[src/rtl/svm_pkg.sv]
// Shared types and default sizing for the counter arbiter slice.
package svm_pkg;

   typedef enum logic [1:0] {
      IDLE    = 2'd0,
      START   = 2'd1,
      RUN     = 2'd2,
      RELEASE = 2'd3
   } arb_state_t;

   localparam int REQUESTERS_DEF = 4;
   localparam int TIMEOUT_DEF    = 4096;

endpackage

[src/rtl/counter_arbiter_rr_pick.sv]
// Combinational round-robin picker: first set req bit at or above ptr, wrapping
// explicitly at Requesters so non-power-of-two client counts work.
module rr_pick #(
   parameter int Requesters = 4
) (
   input  logic [Requesters-1:0]         req,
   input  logic [$clog2(Requesters)-1:0] ptr,
   output logic [$clog2(Requesters)-1:0] winner,
   output logic                          any
);

   localparam int PtrW = $clog2(Requesters);

   always_comb begin
      int idx;
      idx    = 0;
      winner = '0;
      any    = 1'b0;
      for (int i = 0; i < Requesters; i++) begin
         idx = int'(ptr) + i;
         if (idx >= Requesters) idx = idx - Requesters;
         if (!any && req[idx]) begin
            any    = 1'b1;
            winner = PtrW'(idx);
         end
      end
   end

endmodule

[src/rtl/counter_arbiter.sv]
// Round-robin arbiter sharing one mem_counter between Requesters clients.
// Define COUNTER_ARBITER_TIMEOUT_EN to abort a RUN after TimeoutCycles and pulse timeout.
module counter_arbiter
   import svm_pkg::*;
#(
   parameter int Requesters    = REQUESTERS_DEF,
   parameter int TimeoutCycles = TIMEOUT_DEF
) (
   input  logic                  clk,
   input  logic                  rst,
   input  logic [Requesters-1:0] req,
   output logic [Requesters-1:0] grant,
   output logic                  ctr_start,
   input  logic                  ctr_stop,
   output logic [Requesters-1:0] done,
   output logic                  busy
`ifdef COUNTER_ARBITER_TIMEOUT_EN
   ,
   output logic                  timeout
`endif
);

   localparam int PtrW = $clog2(Requesters);
   localparam logic [PtrW-1:0] LastIdx = PtrW'(Requesters - 1);

   if (Requesters < 2 || Requesters > 16 || TimeoutCycles < 1) begin : g_bad_cfg
      $error("counter_arbiter: Requesters must be 2..16 and TimeoutCycles >= 1");
   end

   arb_state_t            state;
   logic [PtrW-1:0]       ptr;
   logic [PtrW-1:0]       win_q;
   logic [PtrW-1:0]       pick_win;
   logic                  pick_any;
   logic [Requesters-1:0] pick_oh;
   logic                  run_end;

   rr_pick #(.Requesters(Requesters)) u_pick (
      .req    (req),
      .ptr    (ptr),
      .winner (pick_win),
      .any    (pick_any)
   );

   always_comb begin
      pick_oh           = '0;
      pick_oh[pick_win] = 1'b1;
   end

`ifdef COUNTER_ARBITER_TIMEOUT_EN
   localparam int CntW = $clog2(TimeoutCycles + 1);
   localparam logic [CntW-1:0] CntLast = CntW'(TimeoutCycles - 1);

   logic [CntW-1:0] run_cnt;
   logic            to_hit;

   // run_cnt is 0 in the first RUN cycle, so hitting CntLast means TimeoutCycles RUN cycles elapsed
   assign to_hit  = (run_cnt == CntLast);
   assign run_end = ctr_stop || to_hit;
`else
   assign run_end = ctr_stop;
`endif

   always_ff @(posedge clk) begin
      if (rst) begin
         state     <= IDLE;
         ptr       <= '0;
         win_q     <= '0;
         grant     <= '0;
         done      <= '0;
         ctr_start <= 1'b0;
         busy      <= 1'b0;
`ifdef COUNTER_ARBITER_TIMEOUT_EN
         run_cnt   <= '0;
         timeout   <= 1'b0;
`endif
      end else begin
         ctr_start <= 1'b0;
         done      <= '0;
`ifdef COUNTER_ARBITER_TIMEOUT_EN
         timeout   <= 1'b0;
`endif
         case (state)
            IDLE: begin
               if (pick_any) begin
                  state     <= START;
                  win_q     <= pick_win;
                  grant     <= pick_oh;
                  ctr_start <= 1'b1;
                  busy      <= 1'b1;
               end
            end
            START: begin
               state <= RUN;
`ifdef COUNTER_ARBITER_TIMEOUT_EN
               run_cnt <= '0;
`endif
            end
            RUN: begin
               // owner comes from win_q/grant, so req changes here never reassign it
               if (run_end) begin
                  state <= RELEASE;
                  done  <= grant;
                  grant <= '0;
                  ptr   <= (win_q == LastIdx) ? '0 : win_q + 1'b1;
`ifdef COUNTER_ARBITER_TIMEOUT_EN
                  timeout <= !ctr_stop;
`endif
               end
`ifdef COUNTER_ARBITER_TIMEOUT_EN
               else begin
                  run_cnt <= run_cnt + 1'b1;
               end
`endif
            end
            RELEASE: begin
               state <= IDLE;
               busy  <= 1'b0;
            end
            default: begin
               state <= IDLE;
               grant <= '0;
               busy  <= 1'b0;
            end
         endcase
      end
   end

endmodule
[config.mk]
export PLATFORM = sky130hd
export DESIGN_NAME = counter_arbiter
export DESIGN_NICKNAME = d
export VERILOG_FILES = /design/src/rtl/svm_pkg.sv /design/src/rtl/counter_arbiter_rr_pick.sv /design/src/rtl/counter_arbiter.sv
export SDC_FILE = /design/constraint.sdc
export NUM_CORES = 1
export LEC_CHECK = 0
export CORE_UTILIZATION = 51
export DETAILED_ROUTE_END_ITERATION = 16
export PLACE_DENSITY = 0.79
export SLEW_MARGIN = 15
export SYNTH_ARGS = -nofsm -noshare
export SYNTH_HDL_FRONTEND = slang
export SYNTH_SLANG_ARGS = --single-unit
[constraint.sdc]
create_clock -name clk -period 2.36 [get_ports clk]
set_input_delay 0.354 -clock clk [delete_from_list [all_inputs] [get_ports clk]]
set_output_delay 0.354 -clock clk [all_outputs]
set_load 0.03 [all_outputs]
==> metrics <==
run status=complete, no violations; Total Nets Final=109; number of global-route vias before repair=599; post-CTS setup buffers=0; Tmin final=1.68 ns; H-Tree Level Count=1; largest net degree at the start of global routing=12; area leader, netlist=dfxtp_1; Synth Net Count=90; chip width=41.1 um; CTS Hold Bufs=0; Detailed Routing Iterations Pass 1=5; dpl hpwl=1200 um; WL/cell=13.9 um; Worst path max stage delay=0.67 ns; Synth Flop Type=dfxtp_1; Max VDD drop=583 uV; Post-Syn Area per Cell=9.99 sq um; Syn. warnings=0; Arrival @ worst endpoint=1.32 ns; Buffers & Inverters on Critical Path=1; max_slew headroom=72.5%; Final period util=71.0%; area of the multi-input gates=429 sq um; met3 Track Usage GR=5.43%; area grow syn2layout=25.2%; PostCTS Resize Cnt=0; clk_lat worst skew=0.29 ns; RSZ-0062 raised after global routing=no; Sink Count=16; Yosys reg bits=16; final WL=1540 um; CTS tree=done; Synth area leaders=dfxtp_1 (41%), ha_1 (8.0%), a32o_1 (5.1%); DRC Markers=0; Yosys cell types=33; share of cells above drive strength 1=12.5%; Setup crit end kind=output pin; clk_skew=0.00473 ns; Final Util=71.4%; Die Y=41.1 um; dpl cells=107; cell family with most CP delay=buffers and inverters; Hold WC Path Type=reg2reg; Max Root-Sink Buffers=2; Vias/cell=6.02; Critical Path, Cell by Cell=clkdlybuf4s50_1; PwrDens=952 mW/mm^2; fraction of registers with async set/reset=0%; via count=668; Syn Inst Count=78; crit-path max FO=3; initial antenna violation count=0; GRT busiest layer=met2; Yosys top cell area share=41.1%; slew of the pin with the lowest slew margin=0.412 ns; Final Hold Fails=0; n_diodes=0; Mapped Area=779 sq um; non-filler cells, final=111; # rows=13; drt initial violations=14; Final TNS setup=0 ns; Seq/Total Area, Yosys=41.1%; max-capacitance violation count=0; routability cong.=0.817; register area=320 sq um; Worst Path Required=2.01 ns; met1 Use GR=26.1%; fmax=597 MHz; EDFF count, synth=0; GRT Resource Usage Total=23.3%; Initial Util=57.1%; Max stage delay cell, worst path=clkdlybuf4s50_1; core region area=0.00137 sq mm; # IOs=17; Clock Tree Root=clkbuf_4; leakage=0.382 nW; fill cell count=106; Final Max Tran Viols=0; clk slew on worst S/H paths=0.10 ns; CTS buffer count=3; first-pass GRT wire length=2460 um; M2 GR Usage=39.5%; Setup CP Type=reg2out; Setup violations, final=0; total congestion overflow=0; crit start category=register; IO buf count=16; Routed Antenna Nets=0; die footprint=0.00169 sq mm
cell families after synthesis:
family                     count (synthesis)  share of synthesized area, %
DFF                                       16                          41.1
AOI/OAI and AO/OA                         22                          24.2
and+or+nand+nor                           29                          21.5
adders and majority gates                  5                          8.03
buffers and inverters                      5                          3.85
muxes                                      1                          1.28
power by group:
part | switching [mW] | internal (mW)
sequential | 0.0324 | 0.321
clock | 0.0910 | 0.0941
combinational | 0.218 | 0.172
final cells by class:
cell class,instances,area share [%]
Inverter,3,1.15
Tap cell,15,1.92
Clock buffer,4,3.72
Multi-Input combinational cell,57,44.0
Sequential cell,16,32.8
Timing Repair Buffer,16,16.4
per-stage QoR:
step / setup WS, ns / power (mW) / instance area (sq um) / hold WS (ns)
2_1_floorplan: 1.04 / 0.640 / 779 / 0.438
3_3_place_gp: 0.454 / 0.744 / 940 / 0.465
3_5_place_dp: 0.408 / 0.749 / 940 / 0.465
4_1_cts: 0.680 / 0.930 / 976 / 0.479
5_1_grt: 0.631 / 0.992 / 976 / 0.507
6_report: 0.684 / 0.929 / 976 / 0.481
registers in the layout (all words and copies together), names as in the netlist:
signal,flops
busy,1
ctr_start,1
done,4
grant,4
ptr,2
state,2
win_q,2
cell usage after synthesis (all sizes together) (2+ instances only):
library cell,count
a21oi,7
a32o,4
and2,4
and2b,2
buf,2
dfxtp,16
ha,5
inv,3
nand2,5
nor2,8
nor2b,3
nor3,3
per-layer routing:
layer / wire length (um) / vias up
li1: - / 318
met3: 108 / 5
met1: 665 / 310
met4: 29 / 0
met5: 0 / -
met2: 737 / 35
cell usage in the layout (no fill, tap or decap), drive strengths merged, types with 2 or more instances in the layout:
cell type / n
a32o: 4
dfxtp: 16
a21oi: 7
nor2: 8
clkdlybuf4s50: 16
nor3: 3
nor2b: 3
and2b: 2
clkbuf: 4
inv: 3
ha: 5
and2: 4
nand2: 5
worst paths after layout:
path	startpoint	endpoint	slack, ns	depth (start not counted)
worst min register to register	win_q[1]$_SDFFE_PP0P_	win_q[1]$_SDFFE_PP0P_	0.48	2
worst max-delay path	grant[0]$_SDFFE_PP0P_	grant[0]	0.68	1
worst max register to register	state[0]$_SDFFE_PP0P_	state[0]$_SDFFE_PP0P_	0.90	6
worst min-delay path	win_q[1]$_SDFFE_PP0P_	win_q[1]$_SDFFE_PP0P_	0.48	2
(Power assumes the default switching activity.)
==> edit 1: new RTL, same settings <==
Make the reset (`rst`) asynchronous in one clocked block.
--- a/src/rtl/counter_arbiter.sv
+++ b/src/rtl/counter_arbiter.sv
@@ -63,3 +63,3 @@
 
-   always_ff @(posedge clk) begin
+   always_ff @(posedge clk or posedge rst) begin
       if (rst) begin
Function: differs if rst is asserted again (counterexample within 4 cycles, from zero or initial values and one cycle with rst high); with rst held inactive, the same outputs for 10 cycles.
==> edit 1 against the original RTL <==
- via count fell by 14%
- wire length fell by 9.1%
- critical path depth did not move
- area after synthesis unchanged
- hold slack got worse by 0.065 ns
- clock skew shrank 0.0022 ns
- setup slack worse by 0.026 ns
- total power increased by 30%
- design area grew 1.9%
- critical endpoint is now grant[3]
- first-iteration DRC count shrank 57%
- sequential cell count is the same
- cell count fell by 6.3%
- largest power group unchanged
- sequential power increased by 27%
==> edit 1: results (changes against the original RTL) <==
register bit total from synthesis -> 16 (unchanged)
initial antenna violation count -> 0 (unchanged)
WL per Instance -> 13.5 µm (-3.0%)
worst skew pair latency -> 0.28 ns
global-route wire length before repair -> 2.25 mm (-8.7%)
Worst path slowest cell -> clkdlybuf4s50_1
setup violators final -> 0 (unchanged)
final cell count without fillers -> 104 (-6.3%)
worst-path fanout max -> 3 (unchanged)
Async SR Flop Fraction -> 1.00 (+1.00)
Register-to-Register Path Depth -> 6 (unchanged)
worst clock skew -> 0.00253 ns (-0.00220 ns)
library cell used as clock root buffer -> clkbuf_4
Worst-path clk slew -> 0.09 ns
number of gates resized after cts -> 0 (unchanged)
class of the most critical hold timing path -> input port to asynchronous set/reset pin
dominant cells by area after synthesis -> dfrtp_1, ha_1, a32o_1, nand2_1, inv_1
VDD IR max -> 0.633 mV (+8.6%)
max-slew violation count -> 0 (unchanged)
syn_nets -> 81 (-10%)
number of levels the H-tree was split into -> 1 (unchanged)
critical path data arrival time -> 1.35 ns (+0.03 ns)
number of warnings reported in the yosys synthesis log -> 0 (unchanged)
largest net degree at the start of global routing -> 17 (+5)
EDFF count, synth -> 0 (unchanged)
overall fraction of global-route tracks in use -> 0.212 (-0.0209)
max incr delay on CP -> 0.68 ns
most frequent cells after synthesis -> dfrtp_1, nand2_1, inv_1, ha_1
DR vias -> 577 (-14%)
final weighted congestion of routability-driven global placement -> 0.784 (-4.1%)
Primary FF master, synth -> dfrtp_1
first drt pass iteration count -> 2 (-3)
number of inserted diodes -> 0 (unchanged)
half-perimeter wire length after detailed placement -> 1.13 mm (-6.1%)
clock buffers created by TritonCTS -> 3 (unchanged)
slew at the pin with the worst max-slew slack -> 0.576 ns (+0.164 ns)
share of final-layout standard cells stronger than drive strength 1 -> 0.112 (-0.0126)
outcome -> completed
FILL cells -> 107 (+0.94%)
Seq/Total Area, Yosys -> 0.514 (+0.103)
average cell area after synthesis -> 11.3 µm² (+13%)
iteration-0 DRC count of the detailed router -> 6 (-8)
vias in the first global route -> 528 (-12%)
number of buffers added for setup after CTS -> 0 (unchanged)
leakage power summed over all cells -> 0.474 nW (+24%)
cell family contributing the most delay on the critical path -> buffers and inverters
Unique masters post-synth -> 24 (-27%)
Placed Cells -> 100 (-6.5%)
## edit 1: cells by family (layout without fill, tap and decap cells)
logic type | Yosys count | count (layout) | synth area share
adders and majority gates | 5 | 5 | 0.0803
AOI/OAI and AO/OA | 17 | 17 | 0.164
and+or+nand+nor | 21 | 21 | 0.162
buffers and inverters | 7 | 27 | 0.0337
DFF | 16 | 16 | 0.514
muxes | 3 | 3 | 0.0465
## edit 1: per-layer routing
metal / part of all wire / routed length [µm] / vias to the layer above / GRT usage
li1: - / - / 285 / -
met1: 0.48 / 679 / 269 / 0.292
met2: 0.45 / 633 / 19 / 0.313
met3: 0.041 / 58 / 4 / 0.0326
met4: 0.022 / 31 / 0 / 0.121
met5: 0 / 0 / - / 0
## edit 1: worst paths after layout
check | start | to | slack, ns
worst min register to register | busy | busy | 0.51
max in group asynchronous | rst | state[1] | 1.57
worst max register to register | state[0] | grant[0] | 0.76
worst max-delay path | grant[3] | grant[3] | 0.66
min in group clk | busy | busy | 0.51
worst min-delay path | rst | ctr_start | 0.42
## edit 1: power breakdown
part | switching (mW) | leakage, nW | internal [mW]
clock | 0.0844 | 0.0210 | 0.0939
sequential | 0.0760 | 0.207 | 0.373
combinational | 0.314 | 0.246 | 0.267
total | 0.475 | 0.474 | 0.734
## edit 1: layout make-up
class                           instances  area [µm²]  share of cell area
Clock buffer                            4        36.3              0.0365
Sequential cell                        16         400               0.403
Inverter                                7        26.3              0.0264
Timing Repair Buffer                   16         160               0.161
Multi-Input combinational cell         46         353               0.355
Tap cell                               15        18.8              0.0189
## edit 1: stage by stage
step           utilization  hold slack (ns)  worst slack [ns]  area (µm²)
5_1_grt              0.728            0.507             0.603         995
2_1_floorplan            -            0.268             0.993         779
4_1_cts              0.728            0.430             0.641         995
3_3_place_gp         0.701            0.473             0.493         958
6_report             0.728            0.416             0.658         995
3_5_place_dp         0.701            0.484             0.456         958
==> edit 2: new RTL, same flow settings <==
Without the edit above. Set the package constant `REQUESTERS_DEF` to 8 (it was 4).
--- a/src/rtl/svm_pkg.sv
+++ b/src/rtl/svm_pkg.sv
@@ -10,3 +10,3 @@
 
-   localparam int REQUESTERS_DEF = 4;
+   localparam int REQUESTERS_DEF = 8;
    localparam int TIMEOUT_DEF    = 4096;
Ports: changed (resized done, grant and req); port bits go from 17 to 29. The function was not compared with the original's and may differ.
==> edit 2 against the original RTL <==
- non-clock buffer count rose by 79
- critical endpoint is now grant[1]
- the run now ends with setup timing left
- area after synthesis increased to 2.6 times the old value
- wire length rose to 4.3 times the old value
- total power grew to 2.8 times the old value
- sequential cell count rose by 10
- first-iteration DRC count grew to 14 times the old value
- design area rose to 3.2 times the old value
- critical path type is now flip-flop to flip-flop
- synthesized cell count grew to 2.6 times the old value
- largest cell class unchanged
- setup slack worse by 1.3 ns
==> edit 2: results (changes against the original RTL) <==
leakage power summed over all cells -> 1.23 nW (+220%)
share of synthesized cell area in full adder, half adder and majority cells -> 0.0428 (-0.0375)
Non-Filler Cell Area, Final -> 3090 µm² (+220%)
Net count, final -> 315 (+190%)
final worst-path setup slack -> -0.627 ns (-1.31 ns)
Seq/Total Area, Yosys -> 0.254 (-0.157)
outcome -> finished, violations left
multi-input combinational gate total -> 159 (+180%)
setup violators final -> 15 (+15)
syn_nets -> 223 (+150%)
post-synthesis compound-gate area fraction -> 0.245 (+0.00258)
VDD IR max -> 0.613 mV (+5.2%)
final cell count without fillers -> 344 (+210%)
share of final-layout standard cells stronger than drive strength 1 -> 0.436 (+0.311)
dominant cells by area after synthesis -> dfxtp_1, mux4_2, mux2i_1, ha_1, and2_1
largest registers -> done: 8 flops, grant: 8 flops
Placed Cells -> 331 (+210%)
area fraction of clock buffers and clock inverters -> 0.0215 (-0.0157)
max incr delay on CP -> 0.39 ns (-0.28 ns)
Post-Place Setup Slack -> -0.821 ns (-1.23 ns)
FILL cells -> 222 (+110%)
first drt pass iteration count -> 4 (-1)
average cell area after synthesis -> 9.99 µm² (about the same)
Worst path slowest cell -> dfxtp_4
number of inserted diodes -> 0 (unchanged)
violated checks -> setup timing
part of the power in combinational logic -> 0.653 (+0.233)
class of the most critical hold timing path -> flip-flop to flip-flop
WL per Instance -> 19.2 µm (+38%)
Signal inverters -> 12 (+9)
most frequent cells after synthesis -> dfxtp_1, mux2i_1, nor2_1, a21oi_1, nand2_1
overall fraction of global-route tracks in use -> 0.298 (+0.0654)
largest net degree at the start of global routing -> 16 (+4)
Unique masters post-synth -> 54 (+64%)
iteration-0 DRC count of the detailed router -> 196 (+182)
total clock sinks -> 26 (+10)
placed inst area -> 2800 µm² (+200%)
Final non-clock buffer share -> 0.262 (+0.0979)
half-perimeter wire length after detailed placement -> 4.42 mm (+270%)
final weighted congestion of routability-driven global placement -> 0.921 (+13%)
vias in the first global route -> 1,914 (+220%)
worst clock skew -> 0.00618 ns (+0.00145 ns)
total of buffers placed on input and output ports -> 28 (+12)
global-route wire length before repair -> 9.66 mm (+290%)
combinational gate power -> 1.72 mW (+340%)
area of combinational cells with multiple inputs -> 1570 µm² (+270%)
worst-path fanout max -> 7 (+4)
Non-clock buffers -> 95 (+79)
vias per std cell -> 6.11 (+1.6%)
library cell used as clock root buffer -> clkbuf_8
combinational family with the most area after synthesis -> multiplexers
critical path data arrival time -> 3.20 ns (+1.88 ns)
switching part of the total -> 0.417 (+0.0497)
Post-Synth XOR/XNOR Area -> 0.0165 (+0.0165)
cell family contributing the most delay on the critical path -> multiplexers
Register-to-Register Path Depth -> 13 (+7)
summed negative setup slack over all endpoints -> -8.05 ns (-8.05 ns)
Sequential Power -> 0.586 mW (+66%)
num rows -> 22 (+9)
==> edit 2: cell count changes after synthesis, sizes merged, moves of 5 or more <==
cell | before | now
mux2i | 1 | 18
mux4 | 0 | 11
dfxtp | 16 | 26
inv | 3 | 12
nand3 | 1 | 9
nor2 | 8 | 16
a21oi | 7 | 13
and2 | 4 | 10
nand2 | 5 | 11
buf | 2 | 7
mux2 | 0 | 5
==> edit 2: timing repair <==
action,4_1_cts,5_1_grt
buffers inserted,2,7
gates resized for setup,11,29
setup endpoints to repair,15,15
pin swaps,4,9
==> edit 2: final timing paths <==
kind            start  endpoint  slack (ns)
max            ptr[0]  grant[1]       -0.63
min          win_q[2]  win_q[2]        0.49
max reg2reg    ptr[0]  grant[1]       -0.63
min reg2reg  win_q[2]  win_q[2]        0.49
==> edit 2: layer usage <==
metal  vias up  share of wire  GRT usage
li1        964              -          -
met1      1024           0.43      0.425
met2        91           0.47      0.437
met3        24          0.076     0.0642
met4         0          0.025      0.111
met5         -              0          0
